**config.mk**
```make
export PLATFORM = sky130hd
export DESIGN_NAME = square_frame_accum
export DESIGN_NICKNAME = d
export VERILOG_FILES = /design/src/rtl/square_frame_accum.sv
export SDC_FILE = /design/constraint.sdc
export NUM_CORES = 1
export LEC_CHECK = 0
export CAP_MARGIN = 20
export CORE_ASPECT_RATIO = 0.7
export CORE_MARGIN = 4
export CORE_UTILIZATION = 40
export CTS_BUF_LIST = sky130_fd_sc_hd__clkbuf_2
export DETAILED_ROUTE_END_ITERATION = 8
export DONT_BUFFER_PORTS = 1
export PLACE_DENSITY = 0.61
export SYNTH_ARGS = -nofsm -noshare
export SYNTH_HDL_FRONTEND = slang
export SYNTH_SLANG_ARGS = --single-unit
```
**constraint.sdc**
```tcl
create_clock -name clk -period 2.59 [get_ports clk]
set_input_delay 0.518 -clock clk [delete_from_list [all_inputs] [get_ports clk]]
set_output_delay 0.518 -clock clk [all_outputs]
set_load 0.02 [all_outputs]
```
**src/rtl/square_frame_accum.sv**
```systemverilog
// square_frame_accum: sums FRAME_LEN accepted squared samples into one frame
// result (sum of squares, mod 2^SUM_W) with a sticky overflow flag, and holds
// each result in a valid/ready output register.
module square_frame_accum #(
    parameter int IN_W      = 8,
    parameter int FRAME_LEN = 4,
    parameter int SUM_W     = 16,
    parameter int CNT_W     = 8
) (
    input  logic             clk,
    input  logic             rstn,
    input  logic             flush,
    input  logic             in_valid,
    output logic             in_ready,
    input  logic [IN_W-1:0]  in_data,
    output logic             out_valid,
    input  logic             out_ready,
    output logic [SUM_W-1:0] out_sum,
    output logic             out_ovf
);

    localparam logic [CNT_W-1:0] LAST = CNT_W'(FRAME_LEN - 1);

    logic [SUM_W-1:0] acc;
    logic [CNT_W-1:0] cnt;
    logic             ovf_acc;
    logic [SUM_W:0]   sum_next;
    logic             last_slot;
    logic             accept;
    logic             frame_end;

    // One extra bit on the adder captures the carry out of the top sum bit.
    assign sum_next  = {1'b0, acc} + {{(SUM_W + 1 - IN_W){1'b0}}, in_data};

    // Only the final sample of a frame can stall: it needs the output slot free.
    assign last_slot = (cnt == LAST);
    assign in_ready  = !(last_slot && out_valid && !out_ready);

    // Flush discards any same-cycle sample, so it can never close a frame.
    assign accept    = in_valid && in_ready && !flush;
    assign frame_end = accept && last_slot;

    // Running accumulator, sample counter and sticky carry for the open frame.
    always_ff @(posedge clk or negedge rstn) begin
        if (!rstn) begin
            acc     <= '0;
            cnt     <= '0;
            ovf_acc <= 1'b0;
        end else if (flush || frame_end) begin
            acc     <= '0;
            cnt     <= '0;
            ovf_acc <= 1'b0;
        end else if (accept) begin
            acc     <= sum_next[SUM_W-1:0];
            cnt     <= cnt + CNT_W'(1);
            ovf_acc <= ovf_acc | sum_next[SUM_W];
        end
    end

    // Output register: a new frame result loads even while the old one pops,
    // so back-to-back frames leave no bubble on out_valid.
    always_ff @(posedge clk or negedge rstn) begin
        if (!rstn) begin
            out_valid <= 1'b0;
            out_sum   <= '0;
            out_ovf   <= 1'b0;
        end else if (frame_end) begin
            out_valid <= 1'b1;
            out_sum   <= sum_next[SUM_W-1:0];
            out_ovf   <= ovf_acc | sum_next[SUM_W];
        end else if (out_valid && out_ready) begin
            out_valid <= 1'b0;
        end
    end

endmodule

```
==> flow_summary.ini <==
[global_routing]
antenna_found_initial = 0
grt_start_max_net_pins = 44
globalRouteOverflowTotal = 0
grtUsageTotal = 0.148
grt_pass1_vias = 1639
grt_first_pass_wirelength_um = 8320

[setup_path]
cp-end-kind = output pin
crit_required_ns = 2.07
r2r_setup_slack_ns = 0.40
cp.buffers_inverters = 0
arrival_ns = 1.77
crit_family = simple AND/OR/NAND/NOR gates
crit_chain = nor4_2 -> and3_1 -> nand2b_1
cp-start-kind = register
slowest_delay_ns = 0.47
cp_slowest_cell = dfrtp_1
r2r_end = acc[10]
critPathKind = reg -> out
worstPathMaxFanout = 7
rr_worst_depth = 8
r2r-start = acc[0]

[clock_network]
ctsResizeCount = 0
cts_tree = built
cts_buffers = 5
insertion_delay_ns = 0.39
hold_buffers = 2
clock_tree.root_cell = clkbuf_2
cts_max_level = 2
clk_pin_slew_ns = 0.21
clockBufferDepth = 2
post_cts_buffers = 0
cts.sinks = 43

[synth]
synth_edf_count = 0
syn-num-nets = 246
synth.avg_cell_area_um2 = 10.5
synth_cell_types = 49
ys_seq_area_frac = 0.458
netlist_instances = 223
ys_warn_count = 0
async_flop_share = 1.00
synthesis.area_mm2 = 0.00235
synth_seq_cells = 43
ys.flop_type = dfrtp_1

[floorplan]
io_pins = 32
die_area_mm2 = 0.00718
num_rows = 23
start_util = 0.412
die_w_um = 99.6
die_y_um = 72.1
fp.coreArea_mm2 = 0.00570

[routing]
wirelength_um = 4910
initialDrtViolationCount = 87
antenna_left = 0
avgViaCountPerCell = 5.32
vias = 1607
drc_errors = 0
wl_per_cell_um = 16.3
first_pass_iters = 4

[finish]
syn_to_final_growth_pct = 4.69
nets = 249
diodes = 0
regArea_mm2 = 0.00108
multi_input_area_mm2 = 0.00119
fill_cells = 570
layout-drive-gt1-share = 0.110

[timing]
tightest_slew_ns = 0.765
hold_violations = 0
grt_setup_unrepaired = no
holdWs_ns = 0.360
layout_worst_path_cycle_share = 0.885
period_minus_slack_ns = 2.29
slew-limit-headroom = 0.484
setup-tns-final_ns = 0
clock_skew_ns = 0.0136
clock.fmax_mhz = 436
drv_slew = 0
finalSetupViolations = 0

[outcome]
status = finished, final reports clean

[placement]
portBuffers = 0
place_congestion = 0.833
dpl.hpwl_um = 3460

[min_path]
holdCritPathClass = in -> reg
min_to = out_valid
hold_depth = 2
hold_path_startpoint = out_ready

[power]
ir_drop_uv = 249
pwr_density_cell_mw_per_mm2 = 564
power_mw = 1.39
p_leak_nw = 1.13

[flow_run]
maxCapViolations = 0
## cell usage after synthesis (all sizes together), types with 2 or more instances
cell type | n | area, um^2
mux2 | 4 | 52.6
inv | 2 | 7.51
nand3 | 6 | 42.5
buf | 7 | 72.6
a22o | 5 | 43.8
dfrtp | 43 | 1080
xnor2 | 5 | 43.8
a21oi | 10 | 50.1
a31oi | 6 | 37.5
a21o | 7 | 60.1
xor2 | 14 | 123
o21ai | 23 | 115
nor3 | 3 | 20.0
nor2 | 10 | 37.5
a211oi | 3 | 27.5
o211ai | 4 | 43.8
nand2 | 26 | 97.6
and2 | 2 | 12.5
or3 | 2 | 12.5
nand2b | 2 | 20.0
nand4 | 7 | 50.1
mux2i | 2 | 20.0
a41oi | 2 | 17.5
ha | 9 | 113
and3 | 5 | 31.3
## area by class of cell
type	count	area share
Multi-Input combinational cell	170	0.483
Sequential cell	43	0.438
Tap cell	75	0.0382
Timing Repair Buffer	4	0.0214
Clock buffer	7	0.0142
Inverter	2	0.00305
Clock inverter	1	0.00204
## placed cells by master (no fill, tap or decap), drive strengths merged, types with 2 or more instances in the layout
master / netlist / routed
o21ai: 23 / 23
and3: 5 / 5
or3: 2 / 2
a22o: 5 / 5
xor2: 14 / 14
and2: 2 / 2
a21o: 7 / 7
xnor2: 5 / 5
clkbuf: 1 / 7
buf: 7 / 3
dfrtp: 43 / 43
nand2: 26 / 26
a41oi: 2 / 2
mux2: 4 / 4
a211oi: 3 / 3
nand2b: 2 / 2
o211ai: 4 / 4
ha: 9 / 9
inv: 2 / 2
mux2i: 2 / 2
a21oi: 10 / 10
nand4: 7 / 7
nor2: 10 / 10
a31oi: 6 / 6
nand3: 6 / 6
nor3: 3 / 3
## per-layer routing
metal	wire (um)	track usage
met4	15	0.0364
met2	2070	0.222
met1	2490	0.204
met5	0	0
met3	340	0.0548
## cell families after synthesis
kind of cell	Yosys count	synth area share
XOR/XNOR	19	0.0709
adder cells (fa/ha/maj)	10	0.0565
buffers and inverters	10	0.0357
AO/OA/AOI/OAI	64	0.181
multiplexers	6	0.0309
flip-flops	43	0.458
AND/OR/NAND/NOR	71	0.167
## report_power, final
part / total (mW) / internal (mW) / switching [mW]
Combinational: 0.291 / 0.123 / 0.168
Sequential: 0.813 / 0.728 / 0.0854
Clock: 0.283 / 0.0738 / 0.209
Total: 1.39 / 0.925 / 0.462
## stage by stage
stage	utilization	std cells	worst slack, ns	instance area, um^2
floorplan	-	223	0.320	2350
global placement	0.418	292	0.296	2380
detailed placement	0.418	292	0.245	2380
CTS	0.431	302	0.254	2460
global route	0.431	302	0.0882	2460
finish	0.431	302	0.299	2460
## how the worst max path moves through the flow
stage / start / end / depth (start not counted)
global placement: in_data[0] / acc[10] / 8
CTS: cnt[3] / in_ready / 3
detailed placement: in_data[0] / ovf_acc / 8
finish: cnt[3] / in_ready / 3
global route: cnt[2] / in_ready / 3
floorplan: in_data[0] / out_sum[6] / 6
## flip-flops by register name (all words and copies together), names as in the netlist
name and cells:
cnt 8, out_ovf 1, out_valid 1, out_sum 16, acc 16, ovf_acc 1
(Power assumes the default switching activity.)
